## src/rtl/mamba2_pkg.sv

```systemverilog
// Shared definitions for the mamba2 datapath blocks: element width, reader FSM
// encoding, flat (b,h,p) indexing and index-width helper.
package mamba2_pkg;

  localparam int unsigned DW_DEFAULT = 16;

  typedef enum logic [1:0] {
    ST_IDLE   = 2'd0,
    ST_WAIT   = 2'd1,
    ST_STREAM = 2'd2
  } dx_state_e;

  // Flat element index in (b,h,p) order.
  function automatic int unsigned flat_idx(input int unsigned b, input int unsigned h,
                                           input int unsigned p, input int unsigned hn,
                                           input int unsigned pn);
    return b * hn * pn + h * pn + p;
  endfunction

  // Bits needed to index n items, never less than 1.
  function automatic int unsigned clog2_min1(input int unsigned n);
    int unsigned r;
    r = 0;
    while ((64'd1 << r) < 64'(n)) r = r + 1;
    if (r == 0) r = 1;
    return r;
  endfunction

endpackage

```

## src/rtl/dx_result_reader.sv

```systemverilog
// Starts one dx computation, snapshots its flat result and streams it out LANES
// elements per beat. Optional WAIT watchdog: define DX_READER_TIMEOUT_EN.
module dx_result_reader
  import mamba2_pkg::*;
#(
  parameter int unsigned B           = 1,
  parameter int unsigned H           = 4,
  parameter int unsigned P           = 4,
  parameter int unsigned DW          = DW_DEFAULT,
  parameter int unsigned LANES       = 4,
  parameter int unsigned TIMEOUT_CYC = 1024,
  localparam int unsigned IW         = clog2_min1(B * H * P)
) (
  input  logic                    clk,
  input  logic                    rst,
  input  logic                    req,
  output logic                    busy,
  output logic                    dx_start,
  input  logic                    dx_done,
  input  logic [B*H*P*DW-1:0]     dx_flat,
  output logic                    m_valid,
  input  logic                    m_ready,
  output logic [LANES*DW-1:0]     m_data,
  output logic [IW-1:0]           m_idx,
  output logic                    m_last,
  output logic                    timeout
);

  localparam int unsigned NELEM  = B * H * P;
  localparam int unsigned NBEATS = NELEM / LANES;
  localparam int unsigned BW     = clog2_min1(NBEATS);
  localparam int unsigned BEAT_W = LANES * DW;

  if ((NELEM % LANES) != 0) begin : g_bad_lanes
    $error("dx_result_reader: B*H*P must be divisible by LANES");
  end
  if (TIMEOUT_CYC < 1) begin : g_bad_timeout
    $error("dx_result_reader: TIMEOUT_CYC must be at least 1");
  end

  dx_state_e             state_q, state_d;
  logic [BW-1:0]         beat_q, beat_d, beat_nx_c;
  logic [NELEM*DW-1:0]   buf_q;
  logic [BEAT_W-1:0]     beat_sel_c;
  logic                  busy_d, dx_start_d, m_valid_d, m_last_d;
  logic [BEAT_W-1:0]     m_data_d;
  logic [IW-1:0]         m_idx_d;
  logic                  tmo_hit_c;

  assign beat_nx_c  = beat_q + BW'(1);
  assign beat_sel_c = buf_q[32'(beat_nx_c) * BEAT_W +: BEAT_W];

  // Snapshot of the dx result; only written on the WAIT->STREAM capture.
  always_ff @(posedge clk) begin
    if (state_q == ST_WAIT && dx_done) buf_q <= dx_flat;
  end

  always_ff @(posedge clk) begin
    if (rst) begin
      state_q  <= ST_IDLE;
      beat_q   <= '0;
      busy     <= 1'b0;
      dx_start <= 1'b0;
      m_valid  <= 1'b0;
      m_last   <= 1'b0;
      m_data   <= '0;
      m_idx    <= '0;
    end else begin
      state_q  <= state_d;
      beat_q   <= beat_d;
      busy     <= busy_d;
      dx_start <= dx_start_d;
      m_valid  <= m_valid_d;
      m_last   <= m_last_d;
      m_data   <= m_data_d;
      m_idx    <= m_idx_d;
    end
  end

  always_comb begin
    state_d    = state_q;
    beat_d     = beat_q;
    dx_start_d = 1'b0;
    m_valid_d  = m_valid;
    m_last_d   = m_last;
    m_data_d   = m_data;
    m_idx_d    = m_idx;
    unique case (state_q)
      ST_IDLE: begin
        if (req) begin
          state_d    = ST_WAIT;
          dx_start_d = 1'b1;
        end
      end
      ST_WAIT: begin
        // Beat 0 comes straight from the bus since the buffer loads on this edge.
        if (dx_done) begin
          state_d   = ST_STREAM;
          beat_d    = '0;
          m_valid_d = 1'b1;
          m_data_d  = dx_flat[BEAT_W-1:0];
          m_idx_d   = '0;
          m_last_d  = (NBEATS == 1);
        end else if (tmo_hit_c) begin
          state_d = ST_IDLE;
        end
      end
      ST_STREAM: begin
        if (m_valid && m_ready) begin
          if (m_last) begin
            state_d   = ST_IDLE;
            m_valid_d = 1'b0;
            m_last_d  = 1'b0;
          end else begin
            beat_d   = beat_nx_c;
            m_data_d = beat_sel_c;
            m_idx_d  = IW'(32'(beat_nx_c) * LANES);
            m_last_d = (beat_nx_c == BW'(NBEATS - 1));
          end
        end
      end
      default: state_d = ST_IDLE;
    endcase
    busy_d = (state_d != ST_IDLE);
  end

`ifdef DX_READER_TIMEOUT_EN
  localparam int unsigned TW = clog2_min1(TIMEOUT_CYC);

  logic [TW-1:0] tmo_cnt_q;

  // A done on the expiry cycle takes priority over the watchdog.
  assign tmo_hit_c = (state_q == ST_WAIT) && !dx_done &&
                     (tmo_cnt_q == TW'(TIMEOUT_CYC - 1));

  always_ff @(posedge clk) begin
    if (rst) begin
      tmo_cnt_q <= '0;
      timeout   <= 1'b0;
    end else begin
      timeout <= tmo_hit_c;
      if (state_q == ST_WAIT && state_d == ST_WAIT) tmo_cnt_q <= tmo_cnt_q + TW'(1);
      else                                          tmo_cnt_q <= '0;
    end
  end
`else
  assign tmo_hit_c = 1'b0;
  assign timeout   = 1'b0;
`endif

endmodule

```

## config.mk

```make
export PLATFORM = sky130hd
export DESIGN_NAME = dx_result_reader
export DESIGN_NICKNAME = d
export VERILOG_FILES = /design/src/rtl/mamba2_pkg.sv /design/src/rtl/dx_result_reader.sv
export SDC_FILE = /design/constraint.sdc
export NUM_CORES = 1
export LEC_CHECK = 0
export BUFFER_PORTS_ARGS = -buffer_cell sky130_fd_sc_hd__buf_2
export CORE_MARGIN = 3
export CORE_UTILIZATION = 56
export DETAILED_ROUTE_END_ITERATION = 8
export PLACE_DENSITY = 0.92
export SETUP_SLACK_MARGIN = 0.5
export SYNTH_ARGS = -nofsm -noshare
export SYNTH_HDL_FRONTEND = slang
export SYNTH_SLANG_ARGS = --single-unit
```

## constraint.sdc

```tcl
create_clock -name clk -period 10.4 [get_ports clk]
set_input_delay 2.08 -clock clk [delete_from_list [all_inputs] [get_ports clk]]
set_output_delay 2.08 -clock clk [all_outputs]
set_load 0.01 [all_outputs]
```

* Word level (Yosys, flattened, before mapping)
Index checks and enable logic that the tools add are counted.
** Storage, ports and cells
- Bits of input ports :: 261
- Logic and storage cells :: 54
- Register bits after elaboration :: 332
- Output and inout bits :: 73
** Operators by class
- Bitwise logic cells :: 1
- Shift-type cells :: 1
- Reductions and logical operators :: 9
- Equality and inequality tests :: 7
- Add/sub/neg operators :: 1
- Muxes and demuxes :: 26
** Operator list (number)
- $shiftx A256 B9 Y64 :: 1
- $mux W64 :: 3
- $pmux W64 S2 :: 1
- $mux W2 :: 7
- $mux W4 :: 3
- $ne A2 B2 Y1 const B :: 4
- $pmux W4 S2 :: 1
- $reduce_and A4 Y1 :: 2
- $mux W1 :: 7
- $pmux W2 S3 :: 1
- $eq A2 B2 Y1 const B :: 2
- $pmux W1 S2 :: 2
- $pmux W2 S2 :: 1
- $reduce_bool A2 Y1 :: 2
- $reduce_and A3 Y1 :: 1
- $add A2 B1 Y2 const B :: 1
- $eq A2 B1 Y1 const B :: 1
- $logic_and A1 B1 Y1 :: 2
- $logic_not A2 Y1 :: 1
- $reduce_or A2 Y1 :: 1
- $not A1 Y1 :: 1

* Logic depth before layout (Yosys ltp)
- Depth in word-level cells :: 5
- Gate-level depth with buffers :: 10
- Mapped depth without buffers :: 6

* Least setup slack after synthesis
No wires, ideal clock.
- Kind :: input -> register
- From :: in dx_done
- To :: reg buf_q[0], enable pin
- Arrival :: 7.160 ns
- Data required time :: 9.794 ns
- Path buffers :: 0
- Slack :: 2.634 ns
- Stages :: 2
- Setup time :: 0.606 ns
- Cell sequence :: nand3b_1 -> inv_1
** On the way
- Longest elaborated chain between the ends :: 1
** Ends and longest elaborated chain
- from (decl) :: RTL line dx_result_reader.sv:19 : input logic dx_done,
- $logic_and A1 B1 Y1 :: RTL line dx_result_reader.sv:55 : if (state_q == ST_WAIT && dx_done) buf_q <= dx_flat;
- to (signal assigned) :: RTL line dx_result_reader.sv:55
- to (decl) :: RTL line dx_result_reader.sv:43 : logic [NELEM*DW-1:0] buf_q;
Every way passes these cells.
A chain may end at the register's enable or synchronous reset.

* Worst setup path after layout
- From :: in dx_done
- To :: reg buf_q[190], enable pin
The elaborated chain is that of the path after synthesis.

==> summary.md <==
| Metric | Value |
|---|---|
| Dpl hpwl | 20,200 um |
| Dpl cells | 1,332 |
| Status | completed |
| CP required | 10,520 ps |
| Total track usage | 0.247 |
| PwrDens | 188 nW/um2 |
| WL final | 31,100 um |
| Crit Path Class | in2reg |
| Post-Synth Simple-Gate Area | 0.0369 |
| Vias/cell | 5.86 |
| Vias in the first global route | 8,526 |
| Mapped Avg Cell Area | 16.2 um2 |
| Final hold vios | 0 |
| Seq/Total Area, Yosys | 0.729 |
| XOR/XNOR share of the synthesized area | 0 |
| Predominant post-synthesis flop cell | edfxtp_1 |
| Mux contribution to synthesized area | 0.111 |
| Crit start category | input pin |
| Residual DRC | 0 |
| Die height | 156 um |
| Mapped Area | 12,500 um2 |
| Clock Tree Root | clkbuf_16 |
| Synth Instances | 771 |
| Post-synth cell types | 31 |
| CTS Buf Count | 35 |
| M2 GR Usage | 0.433 |
| H-tree Lvls | 2 |
| DIE AREA | 24,200 um2 |
| Max-cap violation count | 0 |
| GRT Max-Usage Layer | met2 |
| Max incr delay on CP | 890 ps |
| Most common cell after layout, fill and taps aside | buf_2 |
| RSZ-0062 raised after global routing | no |
| Post-CTS setup buffer count | 0 |
| Via Count | 8,199 |
| Period utilization | 0.380 |
| Routed Antenna Nets | 0 |
| Post-synth EDFFs | 256 |
| CTS tree | yes |
| Worst Path Max Fanout | 100 |
| VDD IR max | 0.144 mV |
| Initial antenna violation count | 3 |
| Post-synth ARST share | 0 |
| Final setup TNS | 0 ps |
| Die width | 156 um |
| Largest net degree at the start of global routing | 101 |
| Iter 0 DRT Violations | 761 |
| Area grow syn2layout | 23.5% |
| Compound-Gate Fraction of Synth Area | 0.0961 |
| # clock sinks | 328 |
| Max Clock Skew | 13.2 ps |
| Post-CTS Hold Fix Bufs | 0 |
| Relative slew slack | 0.147 |
| Tmin final | 3950 ps |
| Port bufs | 330 |
| Nets | 1,351 |
| Final setup violation count | 0 |
| Starting Density | 0.572 |
| Pins Over Slew Limit | 0 |
| Worst EP arrival | 4070 ps |
| Ports | 334 |
| WL per Instance | 22.3 um |
| Clock latency at the later pin of the worst-skew pair | 500 ps |
| Met1 usage | 0.305 |
| First-pass GRT wire length | 46,700 um |
| Row cnt | 54 |
| CTS max path bufs | 3 |
| Worst Tran Pin Value | 1280 ps |
| Quantity of gates resized following cts | 0 |
| Synth Register Bits | 328 |
| Pre-antenna DRT Iters | 8 |
| Post-synthesis adder-cell area fraction | 0.000999 |
| Total grt overflow | 0 |
| Crit-path cells | buf_2 -> nand3b_1 -> inv_8 -> buf_4 |
| Crit end category | flop |
| Largest family of logic cells by synthesized area | multiplexers |
| HP Class | reg2reg |
| RePlAce Congestion | 0.844 |
| Leakage Power | 5.71 nW |
| Core box area | 21,900 um2 |
| Crit-path slowest cell | buf_4 |
| Most frequent cells in the layout | buf_2, edfxtp_1, dfxtp_1, mux2_2, mux2i_1 |
| Clock transition at path regs | 60 ps |
| Share of layout cells above drive strength 1 | 0.415 |
| Yosys warns | 0 |
| Max Freq | 0.253 GHz |
| Non-Filler Instances | 1,398 |
| Met3 usage | 0.0444 |
[path summary, 6_finish.rpt]
kind	start	to	slack (ps)	cells after the start
worst max-delay path	dx_done	buf_q[190]	6450	4
worst min-delay path	m_data[13]	m_data[13]	480	2
worst max register to register	m_idx[2]	m_data[2]	7230	7
worst min register to register	m_data[13]	m_data[13]	480	2
[registers in the layout (all words and copies together) (netlist names)]
| name | flops |
|---|---|
| buf_q | 256 |
| m_data | 64 |
| m_idx | 2 |
| state_q | 2 |
| busy | 1 |
| dx_start | 1 |
| m_last | 1 |
| m_valid | 1 |
[where the power goes]
part	internal (W)	switching [W]
Sequential	0.00147	0.0000195
Clock	0.000737	0.000482
Combinational	0.0000838	0.000107
Total	0.00229	0.000609
[per-stage QoR]
step | area (um2) | setup slack (ps) | hold WS (ps) | total power (W) | utilization
6_report | 15500 | 6450 | 482 | 0.00290 | 0.707
5_1_grt | 15500 | 6280 | 493 | 0.00300 | 0.707
4_1_cts | 15500 | 6460 | 486 | 0.00292 | 0.706
3_5_place_dp | 14300 | 5930 | 473 | 0.00171 | 0.654
3_3_place_gp | 14300 | 6050 | 467 | 0.00170 | 0.654
2_1_floorplan | 12500 | 2630 | 505 | 0.00162 | -
[layout make-up]
type / count / area (um2)
sequential: 328 / 9130
fill: 1430 / 6420
multi-input combinational: 384 / 3110
timing repair buffer: 338 / 1710
clock buffer: 50 / 983
tap: 280 / 350
clock inverter: 13 / 160
inverter: 2 / 15.0
antenna: 3 / 7.51
[metal layers]
metal  share of wire  routed length, um  vias up
li1                -                  -     3698
met1            0.36              11400     3978
met2            0.52              16200      444
met3           0.078               2420       79
met4           0.036               1120        0
met5               0                  0        -
[cells by family after synthesis]
group                    Yosys count
other                              1
buffers and inverters             61
AO/OA/AOI/OAI                    166
flip-flops                       328
multiplexers                     130
adder cells (fa/ha/maj)            1
AND/OR/NAND/NOR                   84
[Yosys cell counts, drive strengths merged (3+ instances only)]
cell type,instances,area share
edfxtp,256,0.61
dfxtp,72,0.12
mux2,68,0.061
mux2i,62,0.050
buf,41,0.020
nor2,39,0.014
a211oi,35,0.021
a222oi,34,0.027
nand2b,34,0.017
o21ai,32,0.013
a22oi,30,0.018
o22ai,30,0.015
clkbuf,18,0.0054
a21oi,4,0.0016
nand2,3,0.00090
[critical path, delay by kind of cell]
family                 cells  cell delay [ps]
buffers and inverters      3             1610
and+or+nand+nor            1              320
Power figures use the tool's default switching activity.
